File: src/rtl/keypad_input_port_if.sv
// Keypad input port bus: raw buttons and CPU read strobe in; read data, valid and
// overflow flags out.
//   keys_n   : raw active-low buttons (asynchronous to clk)
//   rd       : CPU read strobe, one cycle = one pop
//   d_out    : {valid, overflow, 10'b0, key_idx[3:0]}
//   valid    : event FIFO non-empty
//   overflow : sticky, an event was dropped
// master = CPU/board side, slave = keypad port.
interface keypad_input_port_if #(
  parameter int unsigned N_KEYS = 4
);
  logic [N_KEYS-1:0] keys_n;
  logic              rd;
  logic [15:0]       d_out;
  logic              valid;
  logic              overflow;

  modport master (
    output keys_n,
    output rd,
    input  d_out,
    input  valid,
    input  overflow
  );

  modport slave (
    input  keys_n,
    input  rd,
    output d_out,
    output valid,
    output overflow
  );
endinterface

File: src/rtl/keypad_input_port.sv
// Keypad input port: synchronises and debounces N_KEYS active-low buttons, turns each
// debounced press into a key-index event and queues events in a small FIFO that the CPU
// pops one entry per read strobe.
//   clk   : system clock, rising edge
//   reset : asynchronous, active-high
//   bus   : keypad_input_port_if slave (keys_n, rd in; d_out, valid, overflow out)
module keypad_input_port #(
  parameter int unsigned N_KEYS          = 4,
  parameter int unsigned DEBOUNCE_CYCLES = 16,
  parameter int unsigned FIFO_DEPTH      = 4
) (
  input logic                 clk,
  input logic                 reset,
  keypad_input_port_if.slave  bus
);

  localparam int unsigned CW = $clog2(DEBOUNCE_CYCLES);
  localparam int unsigned AW = $clog2(FIFO_DEPTH);
  localparam logic [CW-1:0] CntMax = CW'(DEBOUNCE_CYCLES - 1);

  // Synchroniser and debounce state
  logic [N_KEYS-1:0] sync1_q, sync_q;
  logic [N_KEYS-1:0] stable_q, stable_d;
  logic [CW-1:0]     cnt_q [N_KEYS];
  logic [CW-1:0]     cnt_d [N_KEYS];
  logic [N_KEYS-1:0] pending_q, pending_d;
  logic [N_KEYS-1:0] press_set;

  // Encoder
  logic              push;
  logic [3:0]        push_idx;
  logic [N_KEYS-1:0] push_clr;

  // FIFO
  logic [3:0]  mem [FIFO_DEPTH];
  logic [AW:0] wr_ptr_q, rd_ptr_q;
  logic        overflow_q, overflow_d;
  logic        empty, full, do_pop, do_push, drop;

  always_comb begin
    stable_d  = stable_q;
    press_set = '0;
    for (int k = 0; k < N_KEYS; k++) begin
      cnt_d[k] = cnt_q[k];
      if (sync_q[k] == stable_q[k]) begin
        cnt_d[k] = '0;
      end else if (cnt_q[k] == CntMax) begin
        stable_d[k] = sync_q[k];
        cnt_d[k]    = '0;
        press_set[k] = ~sync_q[k];
      end else begin
        cnt_d[k] = cnt_q[k] + 1'b1;
      end
    end
  end

  // Lowest pending index wins; iterate downwards so the lowest assignment sticks.
  always_comb begin
    push     = |pending_q;
    push_idx = '0;
    push_clr = '0;
    for (int k = N_KEYS - 1; k >= 0; k--) begin
      if (pending_q[k]) begin
        push_idx = 4'(k);
      end
    end
    if (push) begin
      push_clr[push_idx] = 1'b1;
    end
    // A press landing on the same edge as its clear must survive.
    pending_d = (pending_q & ~push_clr) | press_set;
  end

  always_comb begin
    empty   = (wr_ptr_q == rd_ptr_q);
    full    = (wr_ptr_q[AW] != rd_ptr_q[AW]) && (wr_ptr_q[AW-1:0] == rd_ptr_q[AW-1:0]);
    do_pop  = bus.rd && !empty;
    do_push = push && (!full || do_pop);
    drop    = push && full && !bus.rd;
    overflow_d = overflow_q;
    if (drop) begin
      overflow_d = 1'b1;
    end else if (bus.rd) begin
      overflow_d = 1'b0;
    end
  end

  always_ff @(posedge clk or posedge reset) begin
    if (reset) begin
      sync1_q    <= '1;
      sync_q     <= '1;
      stable_q   <= '1;
      pending_q  <= '0;
      wr_ptr_q   <= '0;
      rd_ptr_q   <= '0;
      overflow_q <= 1'b0;
      for (int k = 0; k < N_KEYS; k++) begin
        cnt_q[k] <= '0;
      end
    end else begin
      sync1_q    <= bus.keys_n;
      sync_q     <= sync1_q;
      stable_q   <= stable_d;
      pending_q  <= pending_d;
      overflow_q <= overflow_d;
      for (int k = 0; k < N_KEYS; k++) begin
        cnt_q[k] <= cnt_d[k];
      end
      if (do_push) begin
        wr_ptr_q <= wr_ptr_q + 1'b1;
      end
      if (do_pop) begin
        rd_ptr_q <= rd_ptr_q + 1'b1;
      end
    end
  end

  // Storage needs no reset: valid masks the head while empty.
  always_ff @(posedge clk) begin
    if (do_push) begin
      mem[wr_ptr_q[AW-1:0]] <= push_idx;
    end
  end

  assign bus.valid    = !empty;
  assign bus.overflow = overflow_q;
  assign bus.d_out    = {!empty, overflow_q, 10'b0,
                         (!empty) ? mem[rd_ptr_q[AW-1:0]] : 4'b0};

endmodule

File: src/flat_wrapper.sv
// flat-port wrapper written by rule: the top's interface ports become plain ports
module keypad_input_port_flat 
#(
  parameter int unsigned N_KEYS          = 4,
  parameter int unsigned DEBOUNCE_CYCLES = 16,
  parameter int unsigned FIFO_DEPTH      = 4
)
  (clk, reset, bus_keys_n, bus_rd, bus_d_out, bus_valid, bus_overflow);
  keypad_input_port_if #(.N_KEYS(N_KEYS)) bus_i ();
  input logic clk;
  input logic reset;
  input wire logic [$bits(bus_i.keys_n)-1:0] bus_keys_n;
  input wire logic [$bits(bus_i.rd)-1:0] bus_rd;
  output wire logic [$bits(bus_i.d_out)-1:0] bus_d_out;
  output wire logic [$bits(bus_i.valid)-1:0] bus_valid;
  output wire logic [$bits(bus_i.overflow)-1:0] bus_overflow;
  assign bus_i.keys_n = bus_keys_n;
  assign bus_i.rd = bus_rd;
  assign bus_d_out = bus_i.d_out;
  assign bus_valid = bus_i.valid;
  assign bus_overflow = bus_i.overflow;
  keypad_input_port #(.N_KEYS(N_KEYS), .DEBOUNCE_CYCLES(DEBOUNCE_CYCLES), .FIFO_DEPTH(FIFO_DEPTH)) u_core (.clk(clk), .reset(reset), .bus(bus_i));
endmodule
File: config.mk
export PLATFORM = sky130hd
export DESIGN_NAME = keypad_input_port_flat
export DESIGN_NICKNAME = d
export VERILOG_FILES = /design/src/rtl/keypad_input_port_if.sv /design/src/rtl/keypad_input_port.sv /design/src/flat_wrapper.sv
export SDC_FILE = /design/constraint.sdc
export NUM_CORES = 1
export LEC_CHECK = 0
export BUFFER_PORTS_ARGS = -buffer_cell sky130_fd_sc_hd__buf_2
export CORE_MARGIN = 2
export CORE_UTILIZATION = 45
export DETAILED_ROUTE_END_ITERATION = 10
export HOLD_SLACK_MARGIN = 0.1
export PLACE_DENSITY = 0.74
export RECOVER_POWER = 100
export SLEW_MARGIN = 15
export SYNTH_ARGS = -nofsm -noshare
export SYNTH_HDL_FRONTEND = slang
export SYNTH_SLANG_ARGS = --single-unit
File: constraint.sdc
create_clock -name clk -period 1.67 [get_ports clk]
set_clock_uncertainty 0.1 [all_clocks]
set_input_delay 0.334 -clock clk [delete_from_list [all_inputs] [get_ports clk]]
set_output_delay 0.334 -clock clk [all_outputs]
set_load 0.05 [all_outputs]
==> reports/qor.csv, run 1 <==
stage,metric,value,unit
timing,tightest_slew,0.952,ns
final_layout,diodes,0,
global_route,grt_max_degree,40,
timing,hold_viol_final,0,
critical_path,cp_top_family,multiplexers,
power_and_ir_drop,powerDensity,1190,mW/mm^2
floorplanning,core-area,0.00475,sq mm
synth,ys_ff_latch,47,
floorplanning,ios,25,
timing,min_period_over_period,119,%
critical_path,arrival,1.56,ns
critical_path,critical_path_peak_fanout,5,
final_layout,final_cell_area,0.00278,sq mm
timing,fin_crit,1.99,ns
cts,clock-sinks,47,
outcome,violations,setup timing,
routing,ant_nets,0,
job,drv_cap,0,
cts,clk_latency,0.30,ns
place,gp_congestion,0.719,
global_route,grt_pass1_vias,1322,
cts,tritoncts,built,
critical_path,slowest_delay,0.52,ns
synth,synth_top_area_cell,dfrtp_1,
synth,synthCells,179,
power_and_ir_drop,power.total,3300,uW
routing,num_vias,1362,
routing,viasPerCell,4.81,
critical_path,crit_path_start_kind,flip-flop,
final_layout,area_growth_syn_to_layout,24.7,%
critical_path,path_cells,mux4_2 -> nor2b_4 -> buf_6,
cts,htreeDepth,2,
floorplanning,row_count,25,
critical_path,crit_type,reg2out,
final_layout,fillers,389,
floorplanning,dieArea,0.00554,sq mm
routing,drc,0,
place,place_area,0.00241,sq mm
final_layout,multi_input_area,0.00101,sq mm
power_and_ir_drop,leakagePower,0.00118,uW
critical_path,cp_slowest_cell,mux4_2,
hold_path,worstHoldPathType,reg2reg,
timing,rsz0062_at_grt,true,
final_layout,final_common_cell,dfrtp_1,
synth,avgSynthCellArea,12.5,sq um
synth,syn_area,0.00223,sq mm
timing,slew_viol_final,0,
critical_path,crit_buf_inv,1,
routing,dr.pass1.iters,4,
synth,synthTopCellsByArea,"dfrtp_1, dfstp_2, edfxtp_1",
timing,max-slew-margin-rel,36.6,%
synth,synth_top_area_share,30.3,%
cts,numCtsBuffers,5,
place,numPortBuffers,12,
floorplanning,die_w,74.4,microns
synth,yosysUniqueCellTypes,38,
cts,clkTransAtPathRegs,0.09,ns
final_layout,final_nets,231,
cts,clk_path_buf_depth,2,
global_route,grt_pass1_wl,5930,microns
place,dp_hpwl,2310,microns
final_layout,drive_gt1_share,35.6,%
synth,ys_seq_area_share,55.2,%
timing,hold_ws,0.259,ns
routing,routedWlPerCell,12.3,microns
outcome,outcome,"finished, violations left",
floorplanning,die_y,74.4,microns
cts,root_buffer,clkbuf_8,
timing,max_freq,0.503,GHz
global_route,grt_usage,14.6,%
critical_path,cp.required,1.24,ns
critical_path,cp-end-kind,output port,
routing,totalWireLength,3490,microns
power_and_ir_drop,peakVddDrop,0.605,mV
global_route,antenna_found_initial,0,
synth,ys.warnings.count,0,
final_layout,seq_area,0.00124,sq mm
timing,setup_viol,13,
routing,first_iter_violations,65,
global_route,overflow,0,
floorplanning,start_util,46.9,%
timing,setup_ws,-0.320,ns
final_layout,mostFrequentLayoutCells,"dfrtp_1, buf_4, conb_1",
stage by stage:
stage / worst slack (ns) / std cells / setup TNS, ns / utilization (%)
after floorplan: -0.0904 / 190 / -0.266 / -
after global placement: -0.0735 / 263 / -0.145 / 50.7
after detailed placement: -0.117 / 263 / -0.350 / 50.7
after CTS: -0.338 / 278 / -1.16 / 55.8
after global routing: -0.380 / 283 / -5.44 / 58.5
final: -0.320 / 283 / -1.55 / 58.5
cells by family (layout without fill, tap and decap cells):
family,Yosys count,count (layout),synth area share (%)
buffers and inverters,29,55,7.80
DFF,47,47,55.2
other,1,12,0.168
and+or+nand+nor,42,42,11.2
adders and majority gates,9,9,5.05
AOI/OAI and AO/OA,29,29,9.87
muxes,7,7,4.54
xor gates and xnor gates,15,15,6.23
power breakdown:
group          internal, uW  switching, uW
logic                   567            568
clock network           424            372
registers              1250            119
path summary, 6_finish.rpt:
path / startpoint / endpoint / slack [ns] / depth (start not counted)
worst max register to register: u_core.rd_ptr_q[2]$_DFFE_PP0P_ / u_core.mem[0][1]$_DFFE_PP_ / -0.08 / 4
min in group asynchronous: reset / u_core.pending_q[3]$_DFF_PP0_ / 0.76 / 4
worst min register to register: u_core.sync1_q[3]$_DFF_PP1_ / u_core.sync_q[3]$_DFF_PP1_ / 0.26 / 0
worst max-delay path: u_core.rd_ptr_q[0]$_DFFE_PP0P_ / bus_d_out[1] / -0.32 / 3
max in group asynchronous: reset / u_core.rd_ptr_q[2]$_DFFE_PP0P_ / 0.06 / 4
worst min-delay path: u_core.sync1_q[3]$_DFF_PP1_ / u_core.sync_q[3]$_DFF_PP1_ / 0.26 / 0
cell type report:
type	count	area share (%)
clock buffer	7	3.87
clock inverter	1	0.180
inverter	12	1.62
multi-input combinational	114	36.2
sequential	47	44.5
tap	67	3.01
timing repair buffer	35	10.6
layer usage:
layer	routed length [microns]	global-route usage, %	up-vias
met5	0	0	-
met1	1520	17.0	660
met4	61	5.95	0
met3	125	5.28	8
met2	1780	24.5	20
li1	-	-	674
timing repair:
action | 4_1_cts | 5_1_grt
hold buffers | 5 | 0
endpoints found under the hold margin | 31 | 0
pin swaps | 2 | 4
gates resized for setup | 15 | 14
buffers inserted | 2 | 5
setup endpoints to repair | 12 | 13
registers in the layout (all words and copies together), names as in the netlist:
name / flops
u_core.sync_q: 4
u_core.sync1_q: 4
u_core.cnt_q: 16
u_core.stable_q: 4
u_core.bus.overflow: 1
u_core.mem: 8
u_core.wr_ptr_q: 3
u_core.pending_q: 4
u_core.rd_ptr_q: 3
Yosys cell counts:
cell type and number:
nand3_1 5, buf_6 1, dfstp_2 12, o211ai_1 1, mux4_2 2, a31oi_1 1
xor2_2 1, edfxtp_1 8, nand4b_1 3, mux2_2 5, o31ai_2 1, a21oi_1 7
buf_4 15, nand4_1 2, nor4_1 1, a22o_1 1, nor2b_1 8, nor3b_1 5
xnor2_1 12, a21o_1 1, o311ai_2 1, and4_4 1, a311oi_1 5, nand2b_1 4
o21ai_0 8, conb_1 1, nor3_1 3, ha_1 9, o31ai_1 1, nor2_1 6
nand2_1 3, inv_1 12, dfrtp_1 27, buf_2 1, or2_2 1, o311ai_1 1
o311ai_4 1, xor2_1 2
Note: power is estimated with default switching activity, not from simulation.
==> inputs of run 2 (changes only) <==
ABC_AREA = 1   (was unset)
CORE_ASPECT_RATIO = 1.5   (was unset)
PLACE_DENSITY = 0.75   (was 0.74)
==> run 2 against run 1 <==
Global-route usage down 0.36 points. Combinational power is 15% higher. Highest routed layer unchanged. The run still ends with setup timing left. Critical path type unchanged. Maximum frequency increased by 2.7%. Clock power down 20%.
==> reports/qor.csv, run 2 <==
stage,metric,value,unit
synth,synth_edf_count,8,
timing,max_freq,0.516,GHz
global_route,overflow,0,
final_layout,drive_gt1_share,23.5,%
synth,yosysUniqueCellTypes,25,
synth,avgSynthCellArea,9.73,sq um
power_and_ir_drop,powerDensity,1260,mW/mm^2
floorplanning,dieArea,0.00543,sq mm
final_layout,diodes,0,
synth,synthCells,224,
hold_path,worstHoldPathType,in2reg,
synth,synthTopCellsByArea,"dfrtp_1, dfstp_2, edfxtp_1",
timing,rsz0062_at_grt,true,
routing,first_iter_violations,40,
place,gp_congestion,0.736,
critical_path,path_cells,inv_4 -> nand2_4 -> nand2_4 -> nor2_8 -> nand2_8 -> nand2_4 -> clkinvlp_4 -> buf_6,
cts,root_buffer,clkbuf_8,
critical_path,cp_common_cell,nand2_4,
cts,numCtsBuffers,5,
timing,setup_viol,4,
routing,routedWlPerCell,10.5,microns
cts,clkTransAtPathRegs,0.08,ns
synth,ys_ff_latch,47,
routing,totalWireLength,3420,microns
floorplanning,die_y,89.2,microns
final_layout,final_common_cell,nand2_1,
timing,slew_viol_final,0,
cts,clk_path_buf_depth,2,
job,drv_cap,0,
place,dp_hpwl,2450,microns
global_route,grt_pass1_wl,5580,microns
critical_path,slowest_delay,0.46,ns
synth,ys_seq_area_share,56.5,%
timing,tightest_slew,0.928,ns
global_route,grt_max_degree,40,
power_and_ir_drop,power.total,3260,uW
global_route,antenna_found_initial,0,
place,numPortBuffers,12,
floorplanning,core-area,0.00473,sq mm
final_layout,top_register,u_core.cnt_q,
final_layout,area_growth_syn_to_layout,18.7,%
cts,htreeDepth,2,
outcome,violations,setup timing,
critical_path,crit_path_start_kind,flip-flop,
timing,max-slew-margin-rel,38.2,%
synth,syn_area,0.00218,sq mm
outcome,outcome,"finished, violations left",
critical_path,cp.required,1.24,ns
timing,hold_viol_final,0,
routing,dr.pass1.iters,3,
floorplanning,ios,25,
floorplanning,row_count,31,
synth,synth_top_area_cell,dfrtp_1,
synth,ys.warnings.count,0,
cts,clk_latency,0.29,ns
timing,min_period_over_period,116,%
routing,ant_nets,0,
synth,ys_async_sr_fraction,83.0,%
critical_path,cp_slowest_cell,dfrtp_2,
power_and_ir_drop,leakagePower,0.00124,uW
routing,viasPerCell,4.50,
routing,num_vias,1468,
final_layout,largest_reg_flops,16,
critical_path,crit_type,reg2out,
floorplanning,start_util,46.1,%
cts,tritoncts,built,
timing,setup_ws,-0.267,ns
timing,hold_ws,0.196,ns
synth,ys_top_cells_by_count,"nand2_1, inv_1, nor2_1",
global_route,grt_usage,14.2,%
critical_path,cp-end-kind,output port,
global_route,grt_pass1_vias,1379,
synth,ys.flop_type,dfrtp_1,
synth,synth_top_area_share,31.0,%
power_and_ir_drop,peakVddDrop,0.730,mV
final_layout,final_nets,275,
critical_path,critical_path_peak_fanout,7,
critical_path,arrival,1.50,ns
synth,synth.most_common_cell,nand2_1,
timing,fin_crit,1.94,ns
routing,drc,0,
floorplanning,die_w,60.8,microns
final_layout,mostFrequentLayoutCells,"nand2_1, inv_1, nor2_1",
cts,clock-sinks,47,
-- run 2: cells by family after synthesis --
group	synth area share [%]
compound gates	4.99
xor+xnor	4.02
fa+ha+maj	5.17
buf+inv	10.7
flops	56.5
other cells	0.172
simple gates	18.5
-- run 2: worst paths after layout --
path / start / endpoint / slack [ns] / cells after the start
max in group asynchronous: reset / u_core.rd_ptr_q[0]$_DFFE_PP0P_ / 0.08 / 4
min: bus_rd / u_core.bus.overflow$_DFFE_PP0P_ / 0.20 / 2
min in group asynchronous: reset / u_core.cnt_q[11]$_DFF_PP0_ / 0.76 / 4
max reg2reg: u_core.rd_ptr_q[0]$_DFFE_PP0P_ / u_core.mem[0][0]$_DFFE_PP_ / 0.04 / 8
min reg2reg: u_core.sync1_q[2]$_DFF_PP1_ / u_core.sync_q[2]$_DFF_PP1_ / 0.26 / 0
max: u_core.rd_ptr_q[0]$_DFFE_PP0P_ / bus_d_out[1] / -0.27 / 8
-- run 2: cell type report --
class | count | area (sq um)
repair buffers | 31 | 241
flip-flops and latches | 47 | 1230
clock buffers | 7 | 76.3
clock inverters | 1 | 5.00
fillers | 449 | 2150
well taps | 66 | 82.6
multi-input cells | 140 | 811
inverters | 34 | 138
-- run 2: per-layer routing --
layer | up-vias | global-route usage, % | wire, microns
li1 | 738 | - | -
met1 | 705 | 13.2 | 1240
met2 | 19 | 26.9 | 2010
met3 | 6 | 4.34 | 97
met4 | 0 | 7.11 | 80
met5 | - | 0 | 0
-- run 2: metrics by stage --
stage / instance area [sq um] / instances / setup TNS (ns) / util (%) / worst slack [ns]
floorplan: 2260 / 235 / -0.0235 / - / -0.0118
global placement: 2350 / 307 / -0.0151 / 49.8 / -0.00769
detailed placement: 2350 / 307 / -0.0957 / 49.8 / -0.0497
CTS: 2540 / 324 / -0.734 / 53.7 / -0.216
global route: 2590 / 326 / -3.12 / 54.7 / -0.329
finish: 2590 / 326 / -0.932 / 54.7 / -0.267
-- run 2: critical path: cells and delay by family, from the launching register on --
kind	cells	cell delay (ns)
and+or+nand+nor	5	0.43
buffers and inverters	3	0.31
DFF	1	0.46
-- run 2: power by group --
part | internal [uW] | switching, uW
sequential | 1240 | 79.5
clock | 294 | 344
combinational | 510 | 797
-- run 2: timing repair --
item                       CTS  global route
hold endpoints to repair    31             0
setup endpoints to repair    4            12
setup buffers                4             2
gates cloned                 0             0
pin swaps                    1             2
gates resized for setup      9            14
hold buffers                 5             0
==> inputs of run 3 (changes only) <==
CORE_MARGIN = 10   (was 2)
SETUP_SLACK_MARGIN = 0.1   (was unset)
==> run 3 against run 2 <==
The flow still finishes with violations (setup timing). Sequential share of layout area decreased by 1.3 points. Routed wire length increased by 8.2%. Non-clock buffer count increased by 1. Maximum frequency increased by 2.2%. Total power increased by 1.8%. Largest cell class unchanged.
==> reports/qor.csv, run 3 (synthesis gave the netlist of run 2 again) <==
stage,metric,value,unit
outcome,outcome,"finished, violations left",
outcome,violations,setup timing,
cts,root_buffer,clkbuf_8,
floorplanning,die_y,105,microns
floorplanning,dieArea,0.00808,sq mm
critical_path,r2r_end,u_core.mem[1][1]$_DFFE_PP_,
job,drv_cap,0,
cts,htreeDepth,2,
final_layout,final_cell_area,0.00266,sq mm
global_route,grt_max_degree,40,
routing,dr.pass1.iters,4,
place,gp_congestion,0.761,
timing,setup_viol,10,
timing,min_period_over_period,114,%
routing,first_iter_violations,51,
final_layout,drive_gt1_share,28.5,%
routing,num_vias,1475,
critical_path,crit_type,reg2out,
routing,ant_nets,0,
final_layout,largest_reg_flops,16,
power_and_ir_drop,peakVddDrop,0.510,mV
final_layout,diodes,0,
critical_path,critical_path_peak_fanout,6,
place,dpl.cell_count,307,
timing,fin_crit,1.90,ns
place,dp_hpwl,2640,microns
critical_path,cp-end-kind,output port,
timing,hold_viol_final,0,
final_layout,mostFrequentLayoutCells,"inv_1, nand2_1, dfrtp_1",
final_layout,final_common_cell,inv_1,
floorplanning,row_count,31,
floorplanning,core-area,0.00477,sq mm
timing,max_freq,0.528,GHz
cts,numCtsBuffers,5,
cts,clk_latency,0.29,ns
timing,slew_viol_final,0,
final_layout,final_nets,276,
cts,clkTransAtPathRegs,0.08,ns
place,numPortBuffers,12,
routing,viasPerCell,4.52,
cts,tritoncts,built,
timing,max-slew-margin-rel,38.0,%
critical_path,cp.required,1.24,ns
final_layout,top_register,u_core.cnt_q,
critical_path,r2r_setup_slack,-0.01,ns
global_route,overflow,0,
hold_path,worstHoldPathType,in2reg,
global_route,antenna_found_initial,0,
cts,clock-sinks,47,
timing,tightest_slew,0.930,ns
final_layout,area_growth_syn_to_layout,22.0,%
floorplanning,die_w,76.8,microns
critical_path,cp-startpoint,u_core.rd_ptr_q[0]$_DFFE_PP0P_,
cts,clk_path_buf_depth,2,
global_route,grt_pass1_wl,6060,microns
timing,setup_ws,-0.226,ns
final_layout,final_cells,326,
power_and_ir_drop,leakagePower,0.00125,uW
global_route,grt_pass1_vias,1506,
critical_path,ff2ff_path_depth,9,
timing,rsz0062_at_grt,true,
routing,drc,0,
critical_path,reg2reg_from,u_core.rd_ptr_q[0]$_DFFE_PP0P_,
critical_path,crit_path_start_kind,flip-flop,
routing,totalWireLength,3700,microns
critical_path,crit_path_end,bus_d_out[1],
floorplanning,ios,25,
routing,routedWlPerCell,11.4,microns
place,place_area,0.00235,sq mm
power_and_ir_drop,powerDensity,1250,mW/mm^2
critical_path,arrival,1.46,ns
floorplanning,start_util,45.7,%
final_layout,fillers,433,
global_route,grt_usage,9.00,%
## run 3: changes by cell type in the layout (fill, tap and decap cells not counted), moves of 2 or more
cell      previous run  this run
clkbuf_2             3         1
nand2_1             31        25
buf_2                6         9
buf_6                1         4
nor2_4               0         4
nor2_1              28        23
buf_4               14        11
nand2_2              3         8
## run 3: timing repair
action                                  CTS  global route
buffers inserted                          5             2
resized for setup                        23            17
hold endpoints to repair                 31             0
endpoints found under the setup margin    6            15
hold buffers                              5             0
pin swaps                                 4             3
## run 3: layout make-up
type,instances,area (sq um),share of cell area (%)
timing repair buffer,32,258,9.69
multi-input combinational,140,872,32.8
inverter,34,138,5.17
sequential,47,1230,46.4
clock buffer,7,76.3,2.87
tap,66,82.6,3.10
## run 3: power breakdown
part / switching (uW) / internal (uW) / total [uW]
clock network: 337 / 288 / 625
registers: 84.6 / 1240 / 1330
logic: 816 / 556 / 1370
## run 3: through the flow
stage | utilization, % | TNS [ns] | power, uW | setup slack (ns) | hold slack [ns]
detailed placement | 49.4 | -0.113 | 2340 | -0.0660 | 0.248
global route | 55.8 | -4.17 | 3510 | -0.305 | 0.227
floorplan | - | -0.0235 | 2190 | -0.0118 | 0.238
finish | 55.8 | -0.861 | 3320 | -0.226 | 0.222
global placement | 49.4 | -0.0131 | 2310 | -0.00722 | 0.246
CTS | 54.3 | -0.866 | 3240 | -0.248 | 0.209
## run 3: metal layers
layer  GRT usage, %  vias up  wire length, microns
met5              0        -                     0
met4           3.60        0                    40
met3           3.83        5                   229
met2           17.5       24                  2100
met1           7.70      707                  1330
li1               -      739                     -
## run 3: how the worst min path moves through the flow
stage                           startpoint                              end  slack, ns  cells past startpoint
2_1_floorplan                bus_keys_n[0]      u_core.sync1_q[0]$_DFF_PP1_       0.24                      0
3_3_place_gp   u_core.sync1_q[0]$_DFF_PP1_       u_core.sync_q[0]$_DFF_PP1_       0.25                      0
3_5_place_dp   u_core.sync1_q[1]$_DFF_PP1_       u_core.sync_q[1]$_DFF_PP1_       0.25                      0
4_1_cts                             bus_rd  u_core.bus.overflow$_DFFE_PP0P_       0.21                      2
5_1_grt                             bus_rd  u_core.bus.overflow$_DFFE_PP0P_       0.23                      2
6_report                            bus_rd  u_core.bus.overflow$_DFFE_PP0P_       0.22                      2
## run 3: critical path, cell delays in order (launching register included)
cell and delay, ns:
dfrtp_2 0.45, inv_4 0.07, nand2_4 0.07, nand2_4 0.06, nor2_8 0.14, nand2_8 0.08
nand2_4 0.07, clkinvlp_4 0.08, buf_8 0.15
